### src/rtl/io_port_bank_pkg.sv
// Shared I/O port map for io_port_bank: default geometry, STATUS offset and
// pending/overrun bit positions, so firmware constants and the bench use one map.
package io_port_bank_pkg;

  localparam int unsigned IO_WORD_SIZE = 16;
  localparam int unsigned IO_NUM_OUT   = 4;
  localparam int unsigned IO_NUM_IN    = 2;
  localparam int unsigned IO_BASE_ADDR = 0;
  localparam int unsigned IO_SEL_BITS  = 2;

  // STATUS sits directly after the output registers and input latches.
  function automatic int unsigned io_status_offset(input int unsigned num_out,
                                                   input int unsigned num_in);
    return num_out + num_in;
  endfunction

  // Bit position of pending[ch] inside the STATUS word.
  function automatic int unsigned io_pending_bit(input int unsigned ch);
    return ch;
  endfunction

  // Bit position of overrun[ch] inside the STATUS word.
  function automatic int unsigned io_overrun_bit(input int unsigned num_in,
                                                 input int unsigned ch);
    return num_in + ch;
  endfunction

endpackage

### src/rtl/io_in_latch.sv
// One strobed input channel: data register, pending flag and overrun flag.
// Ports: clk/rst_n, strobe_i + data_i capture, clear_pending_i (latch read),
// clear_overrun_i (STATUS read); data_o/pending_o/overrun_o are the registers.
module io_in_latch #(
  parameter int unsigned WIDTH = 16
) (
  input  logic             clk,
  input  logic             rst_n,
  input  logic             strobe_i,
  input  logic [WIDTH-1:0] data_i,
  input  logic             clear_pending_i,
  input  logic             clear_overrun_i,
  output logic [WIDTH-1:0] data_o,
  output logic             pending_o,
  output logic             overrun_o
);

  logic [WIDTH-1:0] data_q, data_d;
  logic             pending_q, pending_d;
  logic             overrun_q, overrun_d;

  // Capture beats a same-cycle read clear; a new overrun beats a STATUS clear.
  always_comb begin
    data_d    = data_q;
    pending_d = pending_q;
    overrun_d = overrun_q & ~clear_overrun_i;
    if (strobe_i) begin
      data_d    = data_i;
      pending_d = 1'b1;
      if (pending_q && !clear_pending_i) begin
        overrun_d = 1'b1;
      end
    end else if (clear_pending_i) begin
      pending_d = 1'b0;
    end
  end

  always_ff @(posedge clk or negedge rst_n) begin
    if (!rst_n) begin
      data_q    <= '0;
      pending_q <= 1'b0;
      overrun_q <= 1'b0;
    end else begin
      data_q    <= data_d;
      pending_q <= pending_d;
      overrun_q <= overrun_d;
    end
  end

  assign data_o    = data_q;
  assign pending_o = pending_q;
  assign overrun_o = overrun_q;

endmodule

### src/rtl/io_port_bank.sv
// Port-mapped I/O bank on the CPU port bus: NUM_OUT read/write output
// registers, NUM_IN strobed input latches, a STATUS word and a display mux.
// Ports: mclk/rst_n; portaddr/portval/portset/portget in, portout/portready
// read response; in_val/in_strobe capture; show_sel -> show_val display;
// out_vals flat view of the output registers; irq = registered OR of pending.
module io_port_bank
  import io_port_bank_pkg::*;
#(
  parameter int unsigned WORD_SIZE = IO_WORD_SIZE,
  parameter int unsigned NUM_OUT   = IO_NUM_OUT,
  parameter int unsigned NUM_IN    = IO_NUM_IN,
  parameter int unsigned BASE_ADDR = IO_BASE_ADDR,
  parameter int unsigned SEL_BITS  = IO_SEL_BITS
) (
  input  logic                        mclk,
  input  logic                        rst_n,
  input  logic [WORD_SIZE-1:0]        portaddr,
  input  logic [WORD_SIZE-1:0]        portval,
  input  logic                        portset,
  input  logic                        portget,
  output logic [WORD_SIZE-1:0]        portout,
  output logic                        portready,
  input  logic [NUM_IN*WORD_SIZE-1:0] in_val,
  input  logic [NUM_IN-1:0]           in_strobe,
  input  logic [SEL_BITS-1:0]         show_sel,
  output logic [WORD_SIZE-1:0]        show_val,
  output logic [NUM_OUT*WORD_SIZE-1:0] out_vals,
  output logic                        irq
);

  localparam int unsigned STATUS_OFF = io_status_offset(NUM_OUT, NUM_IN);
  localparam logic [WORD_SIZE-1:0] BASE_W = WORD_SIZE'(BASE_ADDR);

  if ((64'(NUM_OUT) + 64'(NUM_IN) + 64'd1) > (64'd1 << WORD_SIZE) ||
      (2 * NUM_IN) > WORD_SIZE) begin : g_bad_cfg
    $error("io_port_bank: map exceeds address space or 2*NUM_IN > WORD_SIZE");
  end

  logic [WORD_SIZE-1:0] offset;
  logic                 rd_en;
  logic [WORD_SIZE-1:0] rdata;

  logic [WORD_SIZE-1:0] out_q [NUM_OUT];
  logic [WORD_SIZE-1:0] out_d [NUM_OUT];
  logic [WORD_SIZE-1:0] portout_q, portout_d;
  logic                 portready_q, portready_d;
  logic [WORD_SIZE-1:0] show_q, show_d;
  logic                 irq_q, irq_d;

  logic [WORD_SIZE-1:0] lat_data [NUM_IN];
  logic [NUM_IN-1:0]    pending;
  logic [NUM_IN-1:0]    overrun;
  logic [NUM_IN-1:0]    clr_pend;
  logic                 clr_ovr;

  // Offset wraps at WORD_SIZE; a write in the same cycle suppresses the read.
  assign offset = portaddr - BASE_W;
  assign rd_en  = portget & ~portset;

  // Address decode, read mux and next-state for all top-level registers.
  always_comb begin
    out_d       = out_q;
    rdata       = '0;
    clr_pend    = '0;
    clr_ovr     = 1'b0;
    show_d      = '0;
    for (int i = 0; i < NUM_OUT; i++) begin
      if (offset == WORD_SIZE'(i)) begin
        rdata = out_q[i];
        if (portset) begin
          out_d[i] = portval;
        end
      end
      if (show_sel == SEL_BITS'(i)) begin
        show_d = out_q[i];
      end
    end
    for (int i = 0; i < NUM_IN; i++) begin
      if (offset == WORD_SIZE'(NUM_OUT + i)) begin
        rdata       = lat_data[i];
        clr_pend[i] = rd_en;
      end
    end
    if (offset == WORD_SIZE'(STATUS_OFF)) begin
      rdata   = WORD_SIZE'({overrun, pending});
      clr_ovr = rd_en;
    end
    portout_d   = rd_en ? rdata : portout_q;
    portready_d = rd_en;
    irq_d       = |pending;
  end

  always_ff @(posedge mclk or negedge rst_n) begin
    if (!rst_n) begin
      for (int i = 0; i < NUM_OUT; i++) begin
        out_q[i] <= '0;
      end
      portout_q   <= '0;
      portready_q <= 1'b0;
      show_q      <= '0;
      irq_q       <= 1'b0;
    end else begin
      out_q       <= out_d;
      portout_q   <= portout_d;
      portready_q <= portready_d;
      show_q      <= show_d;
      irq_q       <= irq_d;
    end
  end

  for (genvar g = 0; g < NUM_IN; g++) begin : g_in
    io_in_latch #(.WIDTH(WORD_SIZE)) u_latch (
      .clk             (mclk),
      .rst_n           (rst_n),
      .strobe_i        (in_strobe[g]),
      .data_i          (in_val[g*WORD_SIZE +: WORD_SIZE]),
      .clear_pending_i (clr_pend[g]),
      .clear_overrun_i (clr_ovr),
      .data_o          (lat_data[g]),
      .pending_o       (pending[g]),
      .overrun_o       (overrun[g])
    );
  end

  for (genvar g = 0; g < NUM_OUT; g++) begin : g_out
    assign out_vals[g*WORD_SIZE +: WORD_SIZE] = out_q[g];
  end

  assign portout   = portout_q;
  assign portready = portready_q;
  assign show_val  = show_q;
  assign irq       = irq_q;

endmodule

### config.mk
export PLATFORM = sky130hd
export DESIGN_NAME = io_port_bank
export DESIGN_NICKNAME = d
export VERILOG_FILES = /design/src/rtl/io_port_bank_pkg.sv /design/src/rtl/io_in_latch.sv /design/src/rtl/io_port_bank.sv
export SDC_FILE = /design/constraint.sdc
export NUM_CORES = 1
export LEC_CHECK = 0
export BUFFER_PORTS_ARGS = -buffer_cell sky130_fd_sc_hd__clkbuf_2
export CORE_ASPECT_RATIO = 2
export CORE_MARGIN = 1.5
export CORE_UTILIZATION = 47
export CTS_CLUSTER_DIAMETER = 30
export DETAILED_ROUTE_END_ITERATION = 10
export PLACE_DENSITY = 0.8
export SETUP_SLACK_MARGIN = 0.02
export SLEW_MARGIN = 30
export SYNTH_ARGS = -nofsm -noshare
export SYNTH_HDL_FRONTEND = slang
export SYNTH_SLANG_ARGS = --single-unit
### constraint.sdc
create_clock -name mclk -period 1.2 [get_ports mclk]
set_input_delay 0.06 -clock mclk [delete_from_list [all_inputs] [get_ports mclk]]
set_output_delay 0.06 -clock mclk [all_outputs]
set_load 0.005 [all_outputs]
==> results.txt <==
----------------------------------------------------
[Global routing]
  Global-route usage over all layers ... 0.2825
  Remaining global-route overflow ... 0
  Antenna violations before repair ... 0
  Gr busiest metal ... met2
  Global routing usage on met1 ... 0.2884
  Largest net degree at the start of global routing ... 40
  First-pass GRT wire length ... 29,570 um
  GR Util met3 ... 0.04920
  Via count of the first global-routing pass ... 5,634
  Met2 Usage GRT ... 0.5418

[STA]
  Normalized max-slew margin ... 0.6518
  Number of endpoints with negative hold slack in the final report ... 0
  Worst clock skew on the final layout ... 11.95 ps
  Final worst path period share ... 1.153
  Worst-margin pin slew ... 522.3 ps
  Maximum clock frequency ... 722.6 MHz
  Final critical path time including I/O delays and setup ... 1384 ps
  Final setup violating endpoints ... 84
  Worst hold margin ... 98.30 ps
  Least setup slack across all paths after layout ... -183.9 ps
  Final-report max-slew violation count ... 0
  Setup repair after global routing missed its margin ... yes

[Floorplan]
  DIE AREA ... 13,900 um^2
  X dimension of the die ... 84.12 um
  Number of placement rows ... 59
  Initial Utilization ... 0.4787
  Vertical extent of the die ... 165.2 um
  Core footprint ... 12,920 um^2
  Io pins ... 170

[Setup path]
  Slowest library cell on the worst path ... sky130_fd_sc_hd__or4_4
  Cell breakdown of the critical path ... buf_6 -> nor4_4 -> nand4_4 -> or4_4 -> mux2_1
  Startpoint Class ... input port
  Capturing element type of the critical path ... flop
  Crit path largest cell delay ... 630 ps
  Endpoint arrival time on the critical path ... 1670 ps
  Critical path peak fanout ... 16
  Worst-case register-to-register setup slack ... -180 ps
  Req. time, crit path ... 1480 ps
  Worst Setup Path Type ... in2reg

[Drt]
  DRC viols ... 0
  Total via count in the routed design ... 5,207
  Final wirelength ... 20,320 um
  Initial DRC count ... 241
  Number of nets still failing antenna checks after routing ... 0
  Drt via density ... 5.747
  Count of TritonRoute iterations in the first routing pass ... 4
  Average wire length per cell after detail routing ... 22.43 um

[Yosys]
  Dominant register cell in the synthesized netlist ... sky130_fd_sc_hd__dfrtp_1
  Synthesized area ... 6185 um^2
  Share of flip-flops with an asynchronous set or reset after synthesis ... 1.000
  Distinct cell type count after synthesis ... 37
  Instance count of the mapped netlist ... 427
  Yosys synthesis warning count ... 0
  Count of state elements after synthesis ... 134
  Post-synth net total ... 499
  Number of flops mapped to enable cells by yosys ... 0
  Sequential area share after synthesis ... 0.5422
  Avg Inst Size Synth ... 14.48 um^2

[Layout]
  Area used by multi-input combinational logic ... 2885 um^2
  Diodes inserted ... 0
  Layout cell share with drive strength beyond 1 ... 0.6194
  Final core utilization ... 0.7443
  Count of filler cells inserted in the layout ... 782
  Total number of nets in the final design ... 814
  Most frequent standard cell in the layout excluding fill and tap cells ... sky130_fd_sc_hd__clkbuf_2
  Top library cells by usage in the layout, fill and taps aside ... sky130_fd_sc_hd__clkbuf_2, sky130_fd_sc_hd__dfrtp_1, sky130_fd_sc_hd__buf_4
  FF/Latch Area ... 3353 um^2
  Area growth, synth to finish ... 55.47%

[Placement]
  HPWL after detailed placement ... 12,980 um
  Routability-driven placement congestion ratio ... 0.8428
  Number of port buffers ... 169

[Clocking]
  Clock-pin slew on the worst setup and hold paths ... 60 ps
  CTS tree ... built
  Total clock buffers created by CTS ... 17
  Buffer depth of the longest clock path ... 2
  Count of clock tree sinks ... 134
  CTS root buffer ... sky130_fd_sc_hd__clkbuf_16
  Deepest level of the CTS H-tree ... 4
  Insertion delay of the later-clocked pin in the worst-skew pair ... 410 ps

[Power]
  Max IR drop VDD ... 1.291 mV
  Part of the total power dissipated in sequential elements ... 0.429
  Comb power frac ... 0.084
  Sw power ... 2.465 mW
  Overall power of the completed layout ... 10.94 mW
  Internal power of the cells ... 8.473 mW
  Share of power burned in the clock network ... 0.487
  Proportion of total power due to net switching ... 0.2254
  Power density over the cells ... 1138 nW/um^2
  Cell leakage power ... 4.758 nW

[Outcome]
  Outcome ... finished, violations left
  Violations in the final reports ... negative setup slack

[Job]
  Number of max-cap violations ... 0

[Hold path]
  Worst Hold Class ... in2async

----------------------------------------------------
-- power groups by stage --
| stage | combinational, mW | clock, mW | sequential (mW) |
|---|---|---|---|
| after floorplan | 0.342 | 0 | 4.75 |
| after global placement | 0.730 | 0 | 4.76 |
| after detailed placement | 0.758 | 0 | 4.77 |
| after CTS | 0.902 | 5.36 | 4.69 |
| after global routing | 0.994 | 5.57 | 4.70 |
| final | 0.924 | 5.32 | 4.69 |
-- area by class of cell --
cell class / count / share of cell area
Clock buffer: 20 / 0.04750
Clock inverter: 11 / 0.01548
Inverter: 17 / 0.006636
Multi-Input combinational cell: 246 / 0.3001
Sequential cell: 134 / 0.3487
Tap cell: 152 / 0.01978
Timing Repair Buffer: 326 / 0.2618
-- synthesized netlist by cell type, drive strengths merged (2+ instances only) --
library cell / count / area [um^2]
dfrtp: 134 / 3353
mux2: 96 / 1119
mux4: 32 / 720.7
o21ai: 19 / 95.09
inv: 17 / 63.81
nor2: 17 / 63.81
clkbuf: 16 / 60.06
buf: 14 / 83.83
a21oi: 13 / 65.06
a22o: 12 / 105.1
o22ai: 12 / 75.07
a21o: 6 / 45.04
nor3: 5 / 45.04
a32oi: 4 / 35.03
nand2: 4 / 15.01
nand2b: 4 / 25.02
nand4: 4 / 40.04
o22a: 4 / 35.03
and4: 2 / 17.52
nor4: 2 / 42.54
-- per-stage QoR --
stage,cells,setup TNS (ps),worst slack (ps),area (um^2)
2_1_floorplan,427,-33050,-587.4,6223
3_3_place_gp,818,-40490,-616.5,8000
3_5_place_dp,818,-42730,-663.1,8000
4_1_cts,917,-8955,-162.6,9417
5_1_grt,906,-12620,-229.2,9615
6_report,906,-10110,-183.9,9615
-- timing repair --
action / 4_1_cts / 5_1_grt
setup buffers: 17 / 6
hold endpoints to repair: 230 / 0
resized for setup: 46 / 89
cloned: 2 / 1
pin swaps: 11 / 3
endpoints found under the setup margin: 80 / 105
hold buffers: 49 / 0
-- flip-flops by register name, indices dropped and copies added, names as in the netlist --
signal,count
show_val,16
portout,16
irq,1
g_in.u_latch.data_o,32
out_vals,64
g_in.u_latch.pending_o,2
portready,1
g_in.u_latch.overrun_o,2
-- worst paths after layout --
check,from,endpoint,cells past startpoint
max,portaddr[14],out_vals[4],5
min,rst_n,g_in[1].u_latch.data_o[14],2
max reg2reg,out_vals[11],portout[11],4
min reg2reg,g_in[1].u_latch.overrun_o,g_in[1].u_latch.overrun_o,1
max in group asynchronous,rst_n,g_in[0].u_latch.pending_o,3
min in group mclk,portget,portready,4
-- routing by layer --
layer	up-vias	wire length, um
met4	0	954
li1	2236	-
met2	209	11710
met5	-	0
met1	2694	7022
met3	68	639
-- cell families after synthesis --
logic type,Yosys count,share of synthesized area
buffers and inverters,47,0.03358
muxes,129,0.2990
AOI/OAI and AO/OA,72,0.07647
DFF,134,0.5422
and+or+nand+nor,45,0.04876
-- worst max-delay path: cells and delay by family --
family / cells / cell delay (ps)
buffers and inverters: 1 / 90
AND/OR/NAND/NOR: 3 / 1110
multiplexers: 1 / 390
Power figures use the tool's default switching activity.
